<file path="src/rtl/uart_tx_arbiter.sv">
`default_nettype none
// ============================================================================
// Module   : uart_tx_arbiter
// Brief    : Message-granular round-robin arbiter sharing one uart_tx serializer.
// Revision : 1.0
// ============================================================================
module uart_tx_arbiter #(
  parameter int N_REQ         = 4,
  parameter int START_TIMEOUT = 7
) (
  input  logic               i_Clock,
  input  logic               i_Reset,
  input  logic [N_REQ-1:0]   i_Req,
  input  logic [8*N_REQ-1:0] i_Byte,
  input  logic [N_REQ-1:0]   i_Last,
  output logic [N_REQ-1:0]   o_Ack,
  output logic [N_REQ-1:0]   o_Grant,
  output logic               o_TX_DV,
  output logic [7:0]         o_TX_Byte,
  input  logic               i_TX_Active,
  input  logic               i_TX_Done,
  output logic               o_Fault
);

  localparam int c_IDX_W = $clog2(N_REQ);
  localparam int c_CNT_W = $clog2(START_TIMEOUT + 1);
  localparam logic [c_CNT_W-1:0] c_TIMEOUT = c_CNT_W'(START_TIMEOUT);
  localparam logic [c_IDX_W-1:0] c_PTR_RST = c_IDX_W'(N_REQ - 1);

  typedef enum logic [1:0] {
    ST_ARB        = 2'd0,
    ST_ISSUE      = 2'd1,
    ST_WAIT_START = 2'd2,
    ST_WAIT_END   = 2'd3
  } state_t;

  state_t               r_state;
  state_t               w_state_nxt;
  logic [c_IDX_W-1:0]   r_owner;
  logic [c_IDX_W-1:0]   w_owner_nxt;
  logic [c_IDX_W-1:0]   r_ptr;
  logic [c_IDX_W-1:0]   w_ptr_nxt;
  logic [c_IDX_W-1:0]   w_sel;
  logic [N_REQ-1:0]     r_grant;
  logic [N_REQ-1:0]     w_grant_nxt;
  logic [N_REQ-1:0]     r_ack;
  logic [N_REQ-1:0]     w_ack_nxt;
  logic [N_REQ-1:0]     w_sel_oh;
  logic [N_REQ-1:0]     w_owner_oh;
  logic                 r_dv;
  logic                 w_dv_nxt;
  logic                 r_last;
  logic                 w_last_nxt;
  logic                 r_fault;
  logic                 w_fault_nxt;
  logic                 w_any;
  logic [7:0]           r_tx_byte;
  logic [7:0]           w_tx_byte_nxt;
  logic [c_CNT_W-1:0]   r_cnt;
  logic [c_CNT_W-1:0]   w_cnt_nxt;
  logic [c_CNT_W-1:0]   w_cnt_inc;
  logic [7:0]           w_bytes [N_REQ];

  generate
    for (genvar g = 0; g < N_REQ; g++) begin : g_unpack
      assign w_bytes[g] = i_Byte[8*g +: 8];
    end
  endgenerate

  // Rotating priority: the requester just after the pointer wins.
  always_comb begin
    w_any    = 1'b0;
    w_sel    = '0;
    w_sel_oh = '0;
    for (int i = 1; i <= N_REQ; i++) begin
      if (!w_any && i_Req[c_IDX_W'((int'(r_ptr) + i) % N_REQ)]) begin
        w_any = 1'b1;
        w_sel = c_IDX_W'((int'(r_ptr) + i) % N_REQ);
      end
    end
    w_sel_oh[w_sel] = w_any;
  end

  always_comb begin
    w_owner_oh          = '0;
    w_owner_oh[r_owner] = 1'b1;
  end

  assign w_cnt_inc = r_cnt + 1'b1;

  always_comb begin
    w_state_nxt   = r_state;
    w_owner_nxt   = r_owner;
    w_ptr_nxt     = r_ptr;
    w_grant_nxt   = r_grant;
    w_ack_nxt     = '0;
    w_dv_nxt      = 1'b0;
    w_tx_byte_nxt = r_tx_byte;
    w_last_nxt    = r_last;
    w_cnt_nxt     = r_cnt;
    w_fault_nxt   = r_fault;
    case (r_state)
      ST_ARB: begin
        if (w_any) begin
          w_owner_nxt = w_sel;
          w_grant_nxt = w_sel_oh;
          w_state_nxt = ST_ISSUE;
        end
      end
      ST_ISSUE: begin
        if (i_Req[r_owner]) begin
          w_dv_nxt      = 1'b1;
          w_ack_nxt     = w_owner_oh;
          w_tx_byte_nxt = w_bytes[r_owner];
          w_last_nxt    = i_Last[r_owner];
          w_cnt_nxt     = '0;
          w_state_nxt   = ST_WAIT_START;
        end else begin
          // Owner walked away mid-message: release without sending.
          w_grant_nxt = '0;
          w_ptr_nxt   = r_owner;
          w_state_nxt = ST_ARB;
        end
      end
      ST_WAIT_START: begin
        if (i_TX_Active) begin
          w_state_nxt = ST_WAIT_END;
        end else if (w_cnt_inc == c_TIMEOUT) begin
          w_fault_nxt = 1'b1;
          w_grant_nxt = '0;
          w_ptr_nxt   = r_owner;
          w_state_nxt = ST_ARB;
        end else begin
          w_cnt_nxt = w_cnt_inc;
        end
      end
      ST_WAIT_END: begin
        // Serializer is idle only once both Active and Done are low together.
        if (!i_TX_Active && !i_TX_Done) begin
          if (r_last) begin
            w_grant_nxt = '0;
            w_ptr_nxt   = r_owner;
            w_state_nxt = ST_ARB;
          end else begin
            w_state_nxt = ST_ISSUE;
          end
        end
      end
      default: begin
        w_grant_nxt = '0;
        w_state_nxt = ST_ARB;
      end
    endcase
  end

  always_ff @(posedge i_Clock or posedge i_Reset) begin
    if (i_Reset) begin
      r_state   <= ST_ARB;
      r_owner   <= '0;
      r_ptr     <= c_PTR_RST;
      r_grant   <= '0;
      r_ack     <= '0;
      r_dv      <= 1'b0;
      r_tx_byte <= '0;
      r_last    <= 1'b0;
      r_cnt     <= '0;
      r_fault   <= 1'b0;
    end else begin
      r_state   <= w_state_nxt;
      r_owner   <= w_owner_nxt;
      r_ptr     <= w_ptr_nxt;
      r_grant   <= w_grant_nxt;
      r_ack     <= w_ack_nxt;
      r_dv      <= w_dv_nxt;
      r_tx_byte <= w_tx_byte_nxt;
      r_last    <= w_last_nxt;
      r_cnt     <= w_cnt_nxt;
      r_fault   <= w_fault_nxt;
    end
  end

  assign o_Ack     = r_ack;
  assign o_Grant   = r_grant;
  assign o_TX_DV   = r_dv;
  assign o_TX_Byte = r_tx_byte;
  assign o_Fault   = r_fault;

endmodule
`default_nettype wire

</file>
<file path="config.mk">
export PLATFORM = sky130hd
export DESIGN_NAME = uart_tx_arbiter
export DESIGN_NICKNAME = d
export VERILOG_FILES = /design/src/rtl/uart_tx_arbiter.sv
export SDC_FILE = /design/constraint.sdc
export NUM_CORES = 1
export LEC_CHECK = 0
export CORE_MARGIN = 4
export CORE_UTILIZATION = 25
export CTS_BUF_LIST = sky130_fd_sc_hd__clkbuf_4 sky130_fd_sc_hd__clkbuf_8 sky130_fd_sc_hd__clkbuf_16
export CTS_CLUSTER_DIAMETER = 30
export DETAILED_ROUTE_END_ITERATION = 12
export PLACE_DENSITY = 0.51
export SLEW_MARGIN = 20
export SYNTH_ARGS = -nofsm -noshare
export SYNTH_HDL_FRONTEND = slang
export SYNTH_SLANG_ARGS = --single-unit
</file>
<file path="constraint.sdc">
create_clock -name i_Clock -period 1.6 [get_ports i_Clock]
set_input_delay 0.16 -clock i_Clock [delete_from_list [all_inputs] [get_ports i_Clock]]
set_output_delay 0.16 -clock i_Clock [all_outputs]
set_load 0.05 [all_outputs]
</file>
==> summary.md <==
| Metric | Value |
|---|---|
| Setup WS pre-CTS | -0.2836 ns |
| Mapped Nets | 167 |
| Static leakage | 1.129 nW |
| Status | complete, but fails checks |
| Slew Viols, Final | 0 |
| Asr flop ratio synth | 100.0% |
| Final period util | 107.0% |
| DR pass1 iterations | 3 |
| Met1 Usage GRT | 14.41% |
| PwrDens | 1893 nW/um2 |
| EDFF count, synth | 0 |
| Synth Area in XOR/XNOR | 0.5663% |
| Worst Skew | 0.006839 ns |
| Post-Syn Instances | 121 |
| Sequential share of the synthesized area | 45.47% |
| Leading register cell type out of synthesis | dfrtp_1 |
| Clk slew on worst S/H paths | 0.10 ns |
| Violated checks | setup timing |
| 1st-iter DRT viols | 50 |
| Worst skew pair latency | 0.27 ns |
| Final WS setup | -0.1126 ns |
| WL/cell | 15.38 um |
| CTS Buf Count | 3 |
| Largest net degree at the start of global routing | 29 |
| H-tree lvl count | 1 |
| Unique masters post-synth | 41 |
| Layout cells sized above 1 | 41.95% |
| CP Max Fanout | 5 |
| Final nets | 252 |
| Root Driver | clkbuf_8 |
| Rel. slew slack | 76.30% |
| CTS tree | done |
| Min-delay worst type | primary input to asynchronous set/reset pin |
| DIE HEIGHT | 86.65 um |
| Met2 Resource Use GR | 18.50% |
| Synth-to-Final Area Change | 66.99% |
| Crit Path Category | flip-flop to flip-flop |
| Dpl hpwl | 3360 um |
| Met3 global-route usage | 3.422% |
| Critical path arrival | 1.87 ns |
| Setup violations, final | 14 |
| Cells along the critical path | or3b_4 > o22ai_4 > buf_6 > mux2_2 |
| Hold-fix buffers, CTS | 0 |
| Die area | 7508 um2 |
| Critical path launch point type | flip-flop |
| Post-Synth Adder-Cell Area | 1.618% |
| Worst vdd ir | 0.0007480 V |
| Tightest Pin Transition | 0.3555 ns |
| Tmin final | 1.713 ns |
| Sinks on the clock net | 28 |
| GRT Util Overall | 11.40% |
| Die X-Extent | 86.65 um |
| Routed Antenna Nets | 0 |
| Register area | 704.4 um2 |
| Core Rows | 28 |
| Yosys warns | 0 |
| Final core occ | 43.36% |
| Core area | 5956 um2 |
| Vias in the first global route | 1,424 |
| Mux cell area share after synthesis | 24.92% |
| Final hold violation count | 0 |
| RSZ-0062 raised after global routing | yes |
| Final GP Congestion | 0.8511 |
| Register bit total from synthesis | 28 |
| Max-cap check violation count | 0 |
| Antenna violations before repair | 0 |
| Worst setup EP type | flip-flop |
| Routed wire length | 4307 um |
| DR vias/cell | 4.750 |
| Starting Density | 25.97% |
| Post-Synth Simple-Gate Area | 12.94% |
| # port buffers | 61 |
| Slowest stage delay, CP | 0.42 ns |
| Inserted Diodes | 0 |
| DRC viols | 0 |
| Slowest CP cell | or3b_4 |
| GR peak layer | met2 |
| Largest family of logic cells by synthesized area | multiplexers |
| Fraction of the mapped netlist area in compound gates | 10.92% |
| Overflow after GRT | 0 |
| WHS | 0.2451 ns |
| FMAX | 583.9 MHz |
| I/O pin count | 62 |
| Mapped Area | 1546 um2 |
| Vias | 1,330 |
| CTS Buffer Depth | 2 |
| Syn avg cell area | 12.78 um2 |
| First-pass GRT wire length | 6844 um |
| Filler cells | 574 |
| Multi-input gate area | 920.9 um2 |
| CP required | 1.76 ns |
## flip-flops by register name, summed over array words and instances, names as in the netlist
signal and flops:
o_TX_DV 1, o_Ack 4, r_state 2, o_Fault 1, o_TX_Byte 8, r_owner 2, r_cnt 3, o_Grant 4
r_ptr 2, r_last 1
## per-stage QoR
stage | TNS (ns) | cell area [um2] | std cells | power, mW
floorplan | -0.3829 | 1558 | 121 | 3.036
global placement | -3.590 | 2331 | 272 | 3.848
detailed placement | -4.525 | 2331 | 272 | 3.918
CTS | -1.642 | 2470 | 278 | 4.710
global route | -2.255 | 2582 | 280 | 5.191
finish | -0.9353 | 2582 | 280 | 4.889
## final timing paths
kind	from	end	slack (ns)	cells after the start
worst max-delay path	r_owner[1]	r_last	-0.11	4
worst max register to register	r_owner[1]	r_last	-0.11	4
max in group asynchronous	i_Reset	r_ptr[1]	1.05	3
worst min register to register	o_Fault	o_Fault	0.48	1
worst min-delay path	i_Reset	o_TX_Byte[5]	0.25	3
min in group i_Clock	o_Fault	o_Fault	0.48	1
## Yosys cell counts (all sizes together) (3+ instances only)
cell type,count,area share [%]
a22o,3,1.7
nor2,4,0.97
mux2i,4,3.1
mux2,12,8.7
inv,4,0.97
nor3,3,0.97
nand2b,7,2.8
nor2b,3,1.2
buf,5,2.3
mux4,9,13
nor3b,3,1.5
nand2,6,1.5
dfrtp,26,42
## critical path, delay by kind of cell, from the launching register on
kind                   cells  cell delay (ns)
flip-flops                 1             0.39
AO/OA/AOI/OAI              1             0.29
AND/OR/NAND/NOR            1             0.42
multiplexers               1             0.33
buffers and inverters      1             0.18
## cell families (layout without fill, tap and decap cells)
logic type / after synthesis / after routing
AND/OR/NAND/NOR: 35 / 35
flip-flops: 28 / 28
multiplexers: 25 / 25
AO/OA/AOI/OAI: 20 / 20
buffers and inverters: 10 / 94
adder cells (fa/ha/maj): 2 / 2
XOR/XNOR: 1 / 1
## placed cells by master (no fill, tap or decap), types with 2 or more instances in the layout
cell type and count:
nand3b_1 2, mux2i_1 2, mux4_2 9, mux2_2 2, nor3b_1 3, mux2i_4 2, inv_1 4, buf_4 38
mux2_1 3, nand2_1 6, clkdlybuf4s50_1 41, a22o_1 3, a31oi_1 2, clkbuf_8 3, dfrtp_1 25, nor3_1 3
dlymetal6s2s_1 2, nand2b_1 6, nor2_1 3, buf_6 5, nor2b_1 3, dfstp_2 2, mux2_4 7, a21o_1 2
## per-layer routing
| layer | share of wire, % | up-vias | routed length, um |
|---|---|---|---|
| met4 | 1.8 | 0 | 79 |
| met1 | 43 | 645 | 1860 |
| met5 | 0 | - | 0 |
| li1 | - | 617 | - |
| met2 | 44 | 60 | 1909 |
| met3 | 11 | 8 | 458 |
## power by group
group | total (mW) | switching (mW) | internal (mW)
combinational | 3.08 | 1.57 | 1.51
clock | 0.551 | 0.216 | 0.335
sequential | 1.26 | 0.231 | 1.03
## area by class of cell
cell class              instances  share of cell area (%)
multi-input cells              83                   35.66
repair buffers                 86                   30.09
flip-flops and latches         28                   27.28
well taps                      75                   3.634
clock buffers                   3                   1.599
clock inverters                 1                   1.163
inverters                       4                  0.5814
## what timing repair did
action / in CTS / in global routing
gates resized for setup: 13 / 19
setup endpoints to repair: 16 / 19
gates cloned: 1 / 0
pin swaps: 2 / 9
buffers inserted: 1 / 2
Note: power is estimated with default switching activity, not from simulation.
